$ cat src/rtl/cam_pkg.sv
`default_nettype none
// ============================================================================
// Module      : cam_pkg
// Description : Shared types and default sizing for the CAM sequencing
//               controller: FSM state encoding, arbitration grant encoding
//               and the default key width / row count.
// Revision    : 1.0 - initial release
// ============================================================================
package cam_pkg;

    // Default sizing used by cam_ctrl when not overridden.
    localparam int c_data_w = 8;
    localparam int c_depth  = 8;

    // Controller states. The encoding is explicit so that waveform values
    // stay the same across tool versions.
    typedef enum logic [2:0] {
        IDLE   = 3'd0,
        WRITE  = 3'd1,
        SEARCH = 3'd2,
        RESP   = 3'd3,
        FLUSH  = 3'd4
    } cam_state_e;

    // Identity of the requester that won the most recent arbitration.
    typedef enum logic {
        GRANT_WR = 1'b0,
        GRANT_SR = 1'b1
    } cam_grant_e;

endpackage : cam_pkg
`default_nettype wire

$ cat src/rtl/cam_prio_enc.sv
`default_nettype none
// ============================================================================
// Module      : cam_prio_enc
// Description : Purely combinational priority encoder for a CAM hit vector.
//               Reports whether any row hit, the lowest hitting row index
//               (0 when nothing hit) and whether more than one row hit.
// Ports       : i_hitvec  DEPTH  per-row hit flags (already qualified)
//               o_hit     1      at least one flag set
//               o_index   IDX_W  lowest set flag position, 0 on miss
//               o_multi   1      two or more flags set
// Revision    : 1.0 - initial release
// ============================================================================
module cam_prio_enc #(
    parameter int DEPTH = 8,
    parameter int IDX_W = $clog2(DEPTH)
) (
    input  logic [DEPTH-1:0] i_hitvec,
    output logic             o_hit,
    output logic [IDX_W-1:0] o_index,
    output logic             o_multi
);

    logic [IDX_W-1:0] w_index;
    logic [DEPTH-1:0] w_rest;

    // Walk from the top row down so the last assignment wins, which leaves
    // the lowest set position in w_index.
    always_comb begin
        w_index = '0;
        for (int i = DEPTH - 1; i >= 0; i--) begin
            if (i_hitvec[i]) begin
                w_index = IDX_W'(i);
            end
        end
    end

    // Clearing the lowest set bit leaves something only if a second bit
    // was set, which gives the multi-hit flag without a population count.
    assign w_rest  = i_hitvec & (i_hitvec - DEPTH'(1));

    assign o_hit   = |i_hitvec;
    assign o_index = w_index;
    assign o_multi = |w_rest;

endmodule : cam_prio_enc
`default_nettype wire

$ cat src/rtl/cam_ctrl.sv
`default_nettype none
// ============================================================================
// Module      : cam_ctrl
// Description : Sequencing and arbitration controller for a DEPTH-row CAM
//               built from flip-flop cells. Accepts write/invalidate and
//               search requests on valid/ready handshakes, arbitrates them
//               round-robin, drives the array's row write enables and search
//               strobe, tracks per-row valid bits and returns a priority
//               encoded result on a valid/ready response channel.
// Ports       : clk_i               clock, rising edge
//               reset               synchronous active-high reset
//               flush_i/flush_ack_o clear-all request / one-cycle ack pulse
//               wr_*                write request channel (index, key, clear)
//               sr_*                search request channel (key)
//               rsp_*               search response (hit, lowest index, multi)
//               cam_reset_o         array reset (reset or flush in progress)
//               cam_write_enable_o  one-hot row write enable to the array
//               cam_data_o          write key to the array
//               cam_search_enable_o search strobe to the array
//               cam_search_o        search key to the array
//               cam_match_i         per-row combinational match from array
// Revision    : 1.0 - initial release
// ============================================================================
module cam_ctrl
    import cam_pkg::*;
#(
    parameter int DATA_W = c_data_w,
    parameter int DEPTH  = c_depth,
    parameter int IDX_W  = $clog2(DEPTH)
) (
    input  logic              clk_i,
    input  logic              reset,

    input  logic              flush_i,
    output logic              flush_ack_o,

    input  logic              wr_valid_i,
    output logic              wr_ready_o,
    input  logic [IDX_W-1:0]  wr_index_i,
    input  logic [DATA_W-1:0] wr_data_i,
    input  logic              wr_clear_i,

    input  logic              sr_valid_i,
    output logic              sr_ready_o,
    input  logic [DATA_W-1:0] sr_data_i,

    output logic              rsp_valid_o,
    input  logic              rsp_ready_i,
    output logic              rsp_hit_o,
    output logic [IDX_W-1:0]  rsp_index_o,
    output logic              rsp_multi_o,

    output logic              cam_reset_o,
    output logic [DEPTH-1:0]  cam_write_enable_o,
    output logic [DATA_W-1:0] cam_data_o,
    output logic              cam_search_enable_o,
    output logic [DATA_W-1:0] cam_search_o,
    input  logic [DEPTH-1:0]  cam_match_i
);

    // ------------------------------------------------------------------
    // State
    // ------------------------------------------------------------------
    cam_state_e        r_state;
    cam_grant_e        r_last_grant;
    logic [DEPTH-1:0]  r_valid;      // per-row "holds a live key" flags
    logic [DEPTH-1:0]  r_row_sel;    // latched write target, one-hot
    logic              r_clear;      // latched invalidate request
    logic [DATA_W-1:0] r_data;       // latched write key
    logic [DATA_W-1:0] r_key;        // latched search key
    logic [DEPTH-1:0]  r_hitvec;     // qualified match vector for RESP
    logic [DEPTH-1:0]  r_write_en;
    logic              r_search_en;
    logic              r_flush_ack;
    logic              r_rsp_valid;

    logic [DEPTH-1:0]  w_wr_onehot;
    logic              w_idle;
    logic              w_wr_grant;
    logic              w_sr_grant;

    // ------------------------------------------------------------------
    // Row decode of the incoming write index. Rows only exist below
    // DEPTH, so an index that names no row decodes to all zeros: it
    // produces no write enable and leaves every valid bit untouched.
    // ------------------------------------------------------------------
    genvar gi;
    generate
        for (gi = 0; gi < DEPTH; gi++) begin : g_row_dec
            assign w_wr_onehot[gi] = (wr_index_i == IDX_W'(gi));
        end
    endgenerate

    // ------------------------------------------------------------------
    // Request acceptance. Readies are offered only in IDLE and only when
    // no flush is pending. When both requesters are valid, the one that
    // did not win last time gets the ready, so the two readies are never
    // high together while both requests are pending.
    // ------------------------------------------------------------------
    assign w_idle     = (r_state == IDLE) && !reset;
    assign wr_ready_o = w_idle && !flush_i &&
                        (!sr_valid_i || (r_last_grant == GRANT_SR));
    assign sr_ready_o = w_idle && !flush_i &&
                        (!wr_valid_i || (r_last_grant == GRANT_WR));

    assign w_wr_grant = wr_valid_i && wr_ready_o;
    assign w_sr_grant = sr_valid_i && sr_ready_o;

    // ------------------------------------------------------------------
    // Controller FSM. The strobe outputs are registered: they are set on
    // the edge that enters the state they belong to and dropped by the
    // per-cycle default on the edge that leaves it.
    // ------------------------------------------------------------------
    always_ff @(posedge clk_i) begin
        if (reset) begin
            r_state      <= IDLE;
            r_last_grant <= GRANT_SR;
            r_valid      <= '0;
            r_row_sel    <= '0;
            r_clear      <= 1'b0;
            r_data       <= '0;
            r_key        <= '0;
            r_hitvec     <= '0;
            r_write_en   <= '0;
            r_search_en  <= 1'b0;
            r_flush_ack  <= 1'b0;
            r_rsp_valid  <= 1'b0;
        end else begin
            r_write_en  <= '0;
            r_search_en <= 1'b0;
            r_flush_ack <= 1'b0;

            case (r_state)
                IDLE: begin
                    if (flush_i) begin
                        r_flush_ack <= 1'b1;
                        r_state     <= FLUSH;
                    end else if (w_wr_grant) begin
                        r_row_sel    <= w_wr_onehot;
                        r_clear      <= wr_clear_i;
                        r_data       <= wr_data_i;
                        // An invalidate only drops the valid bit; the cell
                        // contents are left alone.
                        r_write_en   <= wr_clear_i ? '0 : w_wr_onehot;
                        r_last_grant <= GRANT_WR;
                        r_state      <= WRITE;
                    end else if (w_sr_grant) begin
                        r_key        <= sr_data_i;
                        r_search_en  <= 1'b1;
                        r_last_grant <= GRANT_SR;
                        r_state      <= SEARCH;
                    end
                end

                WRITE: begin
                    if (r_clear) begin
                        r_valid <= r_valid & ~r_row_sel;
                    end else begin
                        r_valid <= r_valid | r_row_sel;
                    end
                    r_state <= IDLE;
                end

                SEARCH: begin
                    // Rows that were never written (or were invalidated)
                    // may still match on stale cell contents; mask them.
                    r_hitvec    <= cam_match_i & r_valid;
                    r_rsp_valid <= 1'b1;
                    r_state     <= RESP;
                end

                RESP: begin
                    if (rsp_ready_i) begin
                        r_rsp_valid <= 1'b0;
                        r_state     <= IDLE;
                    end
                end

                FLUSH: begin
                    r_valid <= '0;
                    r_state <= IDLE;
                end

                default: begin
                    r_state <= IDLE;
                end
            endcase
        end
    end

    // ------------------------------------------------------------------
    // Result encoding. r_hitvec only changes on the SEARCH edge, so the
    // response fields stay stable for as long as RESP is back-pressured.
    // ------------------------------------------------------------------
    cam_prio_enc #(
        .DEPTH (DEPTH),
        .IDX_W (IDX_W)
    ) u_prio_enc (
        .i_hitvec (r_hitvec),
        .o_hit    (rsp_hit_o),
        .o_index  (rsp_index_o),
        .o_multi  (rsp_multi_o)
    );

    // ------------------------------------------------------------------
    // Outputs
    // ------------------------------------------------------------------
    assign rsp_valid_o         = r_rsp_valid;
    assign flush_ack_o         = r_flush_ack;
    assign cam_reset_o         = reset || (r_state == FLUSH);
    assign cam_write_enable_o  = r_write_en;
    assign cam_data_o          = r_data;
    assign cam_search_enable_o = r_search_en;
    assign cam_search_o        = r_key;

endmodule : cam_ctrl
`default_nettype wire

$ cat config.mk
export PLATFORM = sky130hd
export DESIGN_NAME = cam_ctrl
export DESIGN_NICKNAME = d
export VERILOG_FILES = /design/src/rtl/cam_pkg.sv /design/src/rtl/cam_prio_enc.sv /design/src/rtl/cam_ctrl.sv
export SDC_FILE = /design/constraint.sdc
export NUM_CORES = 1
export LEC_CHECK = 0
export CAP_MARGIN = 5
export CORE_MARGIN = 3
export CORE_UTILIZATION = 45
export DETAILED_ROUTE_END_ITERATION = 6
export GPL_ROUTABILITY_DRIVEN = 0
export GPL_TIMING_DRIVEN = 0
export PLACE_DENSITY = 0.78
export SETUP_SLACK_MARGIN = 0.02
export SYNTH_ARGS = -nofsm -noshare
export SYNTH_HDL_FRONTEND = slang
export SYNTH_SLANG_ARGS = --single-unit
$ cat constraint.sdc
create_clock -name clk_i -period 2.3 [get_ports clk_i]
set_input_delay 0.46 -clock clk_i [delete_from_list [all_inputs] [get_ports clk_i]]
set_output_delay 0.46 -clock clk_i [all_outputs]
set_load 0.05 [all_outputs]
==> After elaboration in Yosys (flattened, before gate mapping) <==
Cells that the tools add are included.
{ "totals": {"elab_cells": 84, "regBits": 56, "output_inout_bits": 35} }
{ "classes": {"eq_ne": 13, "n_mux": 21, "addsub": 1, "n_reduce_logical": 28, "bitwise": 9} }
{ "op_table": {"columns": ["op", "count"], "rows": [
  ["2-to-1 mux 3 bit", 12],
  ["AND 8 bit", 3],
  ["case mux 8 bit (2 select lines)", 1],
  ["OR reduction 8 bit", 2],
  ["== test 3 bit (second input constant)", 5],
  ["== test 3 x 2 -> 1 bit (second input constant)", 4],
  ["case mux 3 bit (3 select lines)", 1],
  ["2-to-1 mux 8 bit", 1],
  ["inverter 8 bit", 1],
  ["OR 8 bit", 1],
  ["subtractor 8 x 1 -> 8 bit (second input constant)", 1],
  ["== test 3 x 1 -> 1 bit (second input constant)", 2],
  ["logical AND 1 bit", 6],
  ["zero test 3 bit", 2],
  ["AND reduction 3 bit", 2],
  ["nonzero test 2 bit", 3],
  ["2-to-1 mux 1 bit", 5],
  ["OR reduction 5 bit", 1],
  ["zero test 1 bit", 4],
  ["!= test 4 bit (second input constant)", 1],
  ["inverter 1 bit", 4],
  ["AND reduction 2 bit", 2],
  ["AND reduction 4 bit", 1],
  ["OR reduction 4 bit", 1],
  ["other kinds (4)", 6]
]} }

==> Depth between registers and ports, before layout <==
{ "depth": {"word_depth": 9, "depth_mapped": 7} }

==> Cells and area by module <==
From an unflattened synthesis, not the netlist that was laid out.
{ "unflattened": {"hier_cells": 266, "area_unflattened_um2": 2392.3} }
{ "modules_own_cells": {"columns": ["mod", "cells_per_inst", "area_per_inst_um2", "n_inst", "seq_area_each_um2"], "rows": [
  ["cam_ctrl", 244, 2253.4, 1, 1121.1],
  ["cam_prio_enc", 22, 138.9, 1, 0.0]
]} }

==> Worst setup path after synthesis <==
Ideal clock, no wire load.
{ "synth_timing": {"path_type": "input to output", "from": "input reset", "to": "output sr_ready_o", "stages": 3, "path_slack_ps": -384, "t_required_ps": 1840, "arrival_ps": 2224, "path_buffers": 1, "path_cell_list": "or4_1 buf_6 a211oi_1"} }
{ "synth_between": {"elab_chain_cells": 4} }
{ "synth_rtl": {"columns": ["element", "line_no", "rtl"], "rows": [
  ["start: declaration", "cam_ctrl.sv:32", "input logic reset,"],
  ["zero test 1 bit", "cam_ctrl.sv:100", "assign w_idle = (r_state == IDLE) && !reset;"],
  ["logical AND 1 bit", "cam_ctrl.sv:100", null],
  ["logical AND 1 bit (2 in a row)", "cam_ctrl.sv:103", "assign sr_ready_o = w_idle && !flush_i &&"],
  ["end: declaration", "cam_ctrl.sv:44", "output logic sr_ready_o,"]
]} }
Every way passes these cells.

==> Worst setup path after layout <==
{ "layout_timing": {"from": "input reset", "to": "register r_row_sel[3]"} }
{ "layout_between": {"elab_chain_cells": 6} }
{ "layout_rtl": {"columns": ["element", "line_no", "rtl"], "rows": [
  ["zero test 1 bit", "cam_ctrl.sv:100", null],
  ["logical AND 1 bit", "cam_ctrl.sv:100", null],
  ["logical AND 1 bit (2 in a row)", "cam_ctrl.sv:101", "assign wr_ready_o = w_idle && !flush_i &&"],
  ["logical AND 1 bit", "cam_ctrl.sv:106", "assign w_wr_grant = wr_valid_i && wr_ready_o;"],
  ["AND reduction 3 bit (no line)", null, null],
  ["end signal: assignment", "cam_ctrl.sv:139", "r_row_sel <= w_wr_onehot;"],
  ["end: declaration", "cam_ctrl.sv:67", "logic [DEPTH-1:0] r_row_sel;"]
]} }
Parallel ways exist; a longest one is shown, timed or not.
A chain may end at the register's enable or synchronous reset.

==> results.yml <==
status:
  status: "completed"
cts:
  clk_latency_ns: 0.30
  cts_sinks: 56
  clock-root-buffer: "clkbuf_8"
  cts_buffers: 5
  cts_tree: "built"
  cts.path.max_buffers: 2
  htreeDepth: 2
  cts.clk_slew.worst_paths_ns: 0.09
cells_and_area:
  fin_nets: 384
  stdcell_count: 415
  antenna_cells: 0
  drive_gt1_frac: 0.106
  finish.utilization: 0.683
  stdcell_area_um2: 3120
  seqCellArea_um2: 1120
  multi_input_area_um2: 1050
  fillers: 429
  area_growth_pct: 40.7
worst_setup_path:
  cp_slowest_cell: "or4_4"
  crit_chain: "dlygate4sd2_1 -> or4_4 -> buf_8 -> or4b_4 -> buf_6 -> or3_1 -> a21oi_2"
  path_delay_family: "simple AND/OR/NAND/NOR gates"
  end_kind: "flop"
  max_stage_delay_ns: 0.52
  critPathLaunchType: "input pin"
  critPathKind: "input pin to flop"
  path_buf_inv: 3
  critPathMaxFanout: 7
  required_ns: 2.54
  worstPathArrival_ns: 2.46
logic_synthesis:
  synth-edff-count: 0
  synth_area_um2: 2210
  yosysUniqueCellTypes: 34
  async_reset_ff_frac: 0
  synthCells: 273
  synth_commonest_cells: "nand2_1 (57), dfxtp_1 (56), a21oi_1 (38)"
  synth_compound_area_frac: 0.169
  ys.flop_type: "dfxtp_1"
  synthSimpleGateAreaFrac: 0.277
  synthMuxAreaShare: 0
  synth_xor_area_frac: 0.00395
  synth_largest_area_cell: "dfxtp_1"
  yosysWarnings: 0
  synthAdderAreaFrac: 0
  ys_ff_latch: 56
  synth_top_family_by_area: "simple AND/OR/NAND/NOR gates"
  yosysMostFrequentCell: "nand2_1"
  syn_nets: 307
  synth_top_area_share: 0.506
  synth_area_leaders: "dfxtp_1 (51%), nand2_1 (9.7%), a21oi_1 (8.6%), nor2_1 (4.7%), nand2b_1 (4.0%)"
  avgSynthCellArea_um2: 8.11
  ys_seq_area_frac: 0.506
power:
  leakage_nw: 1.11
  pwr-share-comb: 0.160
  power.clock.fraction: 0.281
  power_density_nw_per_um2: 576
  p_sw_frac: 0.264
  p_int_mw: 1.32
  p_total_mw: 1.80
  pwr-share-seq: 0.559
  switchingPower_uw: 475
  vdd_drop_max_uv: 340
die:
  boundaryPins: 69
  die_y_um: 76.2
  num_rows: 24
  die-area_um2: 5800
  start_util: 0.485
  die_w_um: 76.2
  core_um2: 4560
global_route:
  track_usage: 0.178
  grt_overflow_total: 0
  grt_max_degree: 17
  grt_pass1_wl_um: 8740
  antenna_found_initial: 0
  grt_pass1_vias: 2037
route:
  wl_met3_um: 360
  wl_met2_um: 2510
  final_antenna_net_count: 0
  topRoutingLayerUsed: "met4"
  vias: 2103
  wirelength_met1_um: 2340
  drc: 0
  wl_per_cell_um: 12.6
  drt_first_iter_violations: 96
  drtPass1Iterations: 4
  wl_um: 5240
  via_per_inst: 5.07
sta:
  fin_skew_ns: 0.00379
  fmax_mhz: 450
  hold_slack_ns: 0.463
  setup_viol: 0
  worst_pin_slew_ns: 0.573
  period_minus_slack_ns: 2.22
  finalCritPeriodShare: 0.966
  finalHoldViolations: 0
  rsz0062_at_grt: "no"
  drv_slew: 0
  slew_headroom: 0.617
run:
  cap_viol_max_count: 0
place:
  portBuffers: 65
  dp.cells: 403
  dp_hpwl_um: 3790
  postPlaceCellArea_um2: 2960
hold_path:
  hold_class: "flop to flop"
final cells by class:
cell class | count | area share
sequential | 56 | 0.360
multi-input combinational | 197 | 0.338
timing repair buffer | 70 | 0.215
buffer | 16 | 0.0293
tap | 65 | 0.0261
clock buffer | 5 | 0.0221
inverter | 4 | 0.00482
clock inverter | 2 | 0.00401
stage by stage:
stage	TNS [ns]	worst slack (ns)
5_1_grt	0	0.0204
2_1_floorplan	0	0.0963
6_report	0	0.0776
3_5_place_dp	-12.21	-0.675
4_1_cts	0	0.0224
3_3_place_gp	-11.29	-0.633
power groups by stage:
stage	clock network [mW]	logic (mW)	registers, mW
finish	0.505	0.288	1.00
global route	0.561	0.308	1.01
CTS	0.515	0.279	1.00
detailed placement	0	0.267	1.03
global placement	0	0.265	1.02
floorplan	0	0.103	1.07
logic make-up (layout without fill, tap and decap cells):
group,count (synthesis),in the layout
XOR/XNOR,1,1
buffers and inverters,20,97
AO/OA/AOI/OAI,65,65
AND/OR/NAND/NOR,131,131
flip-flops,56,56
cell usage in the layout, fill, tap and decap left out, drive strengths merged, types with 4 or more instances in the layout:
cell type	instances
a21oi	38
dlygate4sd2	4
clkbuf	15
nor2	28
clkdlybuf4s50	56
nand2	57
dfxtp	56
nor3	5
nand3	9
nand2b	14
o21ai	17
inv	4
buf	16
worst paths after layout:
kind | start | endpoint | slack, ns | depth (start not counted)
worst max-delay path | reset | r_row_sel[3] | 0.08 | 7
worst min register to register | cam_data_o[5] | cam_data_o[5] | 0.46 | 2
worst min-delay path | cam_data_o[5] | cam_data_o[5] | 0.46 | 2
worst max register to register | r_state[2] | r_row_sel[3] | 0.11 | 6
sequential cells by signal, summed over array words and instances, names as in the netlist:
signal / cells
rsp_valid_o: 1
cam_search_enable_o: 1
r_clear: 1
r_hitvec: 8
flush_ack_o: 1
cam_search_o: 8
r_row_sel: 8
cam_write_enable_o: 8
r_last_grant: 1
cam_data_o: 8
r_valid: 8
r_state: 3
what timing repair did:
action / in CTS / in global routing
buffers inserted: 3 / 2
setup endpoints to repair: 35 / 16
pin swaps: 4 / 3
gates resized for setup: 38 / 8
hold buffers: 0 / 0
metal layers:
layer  vias to the layer above  track usage
met1                       971        0.208
li1                       1073            -
met5                         -            0
met3                         4       0.0579
met2                        55        0.318
met4                         0       0.0326
worst min-delay path, stage by stage, from the launching register on:
cell,delay [ns]
dfxtp_1,0.32
nand2_1,0.05
a21oi_1,0.05
No activity file was read; power rests on OpenSTA's default activity.
==> RTL edit: new RTL, config.mk and constraints unchanged <==
Change the package constant `c_depth` from 8 to 16.
--- a/src/rtl/cam_pkg.sv
+++ b/src/rtl/cam_pkg.sv
@@ -11,5 +11,5 @@
     // Default sizing used by cam_ctrl when not overridden.
     localparam int c_data_w = 8;
-    localparam int c_depth  = 8;
+    localparam int c_depth  = 16;
 
     // Controller states. The encoding is explicit so that waveform values
Ports: changed (resized cam_match_i, cam_write_enable_o, rsp_index_o and wr_index_i); port bits go from 69 to 87. No check against the original RTL was run, so the function may have changed too.
==> RTL edit against the unedited design <==
  * The flow now finishes with violations (negative setup slack)
  * Worst setup slack lost 310 ps
  * Routed wire length grew 75%
  * Critical path depth is the same
  * Clock power grew 140%
  * Sequential cell count grew 32
  * Area after synthesis grew 60%
  * Total power grew 72%
  * Clock skew grew 5.8 ps
  * Via count grew 61%
  * Sequential share of layout area grew 0.93 points
  * First-iteration DRC count grew 140%
  * Final area grew 54%
  * Largest power group unchanged
==> RTL edit: results (changes against the unedited design) <==
post_dp_cell_area_um2: 4530  # +53%
p_clk_mw: 1.21  # +140%
layout-drive-gt1-share: 0.117  # +0.0110
async_reset_ff_frac: 0  # unchanged
grt_pass1_vias: 3314  # +63%
yosysSeqAreaShare: 0.497  # -0.00904
critPathMaxFanout: 6  # -1
setup_viol: 1  # +1
clk_latency_ps: 350  # +50 ps
p_leak_nw: 1.72  # +55%
path_clk_slew_ps: 80
routed_wl_um: 9180  # +75%
via_per_inst: 5.37  # +6.0%
synth.area.top_cells: "dfxtp_1 (50%), a21oi_1 (7.2%), nor2_1 (6.7%), nand2_1 (5.5%), a22oi_1 (3.8%)"
drt_iter0_drc: 228  # +140%
synth_common_cells: "dfxtp_1 (88), nor2_1 (63), nand2_1 (52)"
wl_met3_um: 662  # +84%
track_usage: 0.225  # +0.0472
gr-usage-met1: 0.294  # +0.0851
met1Wirelength_um: 4210  # +79%
portBuffers: 86  # +32%
wl_met2_um: 4140  # +65%
diodes: 0  # unchanged
p_sw_frac: 0.229  # -0.0353
skew_ps: 9.64  # +5.85 ps
grt_pass1_wl_um: 16000  # +83%
grt_max_degree: 14  # -3
grt_util_met2: 0.355  # +0.0364
crit_arrival_ps: 2080  # -380 ps
synth_fp_nets: 473  # +54%
hpwl_um: 6510  # +72%
powerComb_mw: 0.331  # +15%
violations: "negative setup slack"
met3_usage: 0.0590  # +0.00104
htreeDepth: 3  # +1
nNetsFinal: 571  # +49%
numCtsBuffers: 9  # +4
fin_ws_ps: -236  # -314 ps
status: "finished with violations"
[RTL edit: worst max-delay path, stage by stage, from the launching register on]
cell and delay [ps]:
dfxtp_2 360, nor4_4 400, buf_4 180, o211ai_1 70, a21oi_1 150, nand3_1 80
or3_1 330, buf_6 160
[RTL edit: repair_timing]
item | CTS | global route
hold endpoints to repair | 0 | 0
hold buffers | 0 | 0
setup buffers | 4 | 1
pin swaps | 3 | 2
resized for setup | 55 | 12
setup endpoints to repair | 9 | 7
[RTL edit: final timing paths]
kind,cells after the start,startpoint,slack (ps),end
max,7,r_hitvec[3],-240,rsp_multi_o
max reg2reg,8,r_state[2],320,r_row_sel[2]
min reg2reg,2,cam_data_o[6],460,cam_data_o[6]
min,2,cam_data_o[6],460,cam_data_o[6]
[RTL edit: stage by stage]
| stage | TNS [ps] | std cells | setup slack (ps) | power [mW] | util |
|---|---|---|---|---|---|
| finish | -236 | 630 | -236 | 3.10 | 0.645 |
| global route | -473 | 630 | -363 | 3.21 | 0.645 |
| CTS | -184 | 629 | -184 | 3.11 | 0.643 |
| detailed placement | -3210 | 615 | -651 | 1.91 | 0.608 |
| global placement | -2720 | 615 | -650 | 1.91 | 0.608 |
| floorplan | 0 | 430 | 73.5 | 1.77 | - |
[RTL edit: layout make-up]
type                            instances  area [µm²]
Buffer                                 26         129
Clock buffer                           10         128
Clock inverter                          4        95.1
Fill cell                             650        2640
Inverter                                4        15.0
Multi-Input combinational cell        308        1660
Sequential cell                        88        1780
Tap cell                               99         124
Timing Repair Buffer                   91         877
[RTL edit: logic make-up after synthesis]
group / count (synthesis) / share of synthesized area
xor gates and xnor gates: 1 / 0.00247
DFF: 88 / 0.497
buffers and inverters: 34 / 0.0445
AOI/OAI and AO/OA: 112 / 0.185
and+or+nand+nor: 195 / 0.271
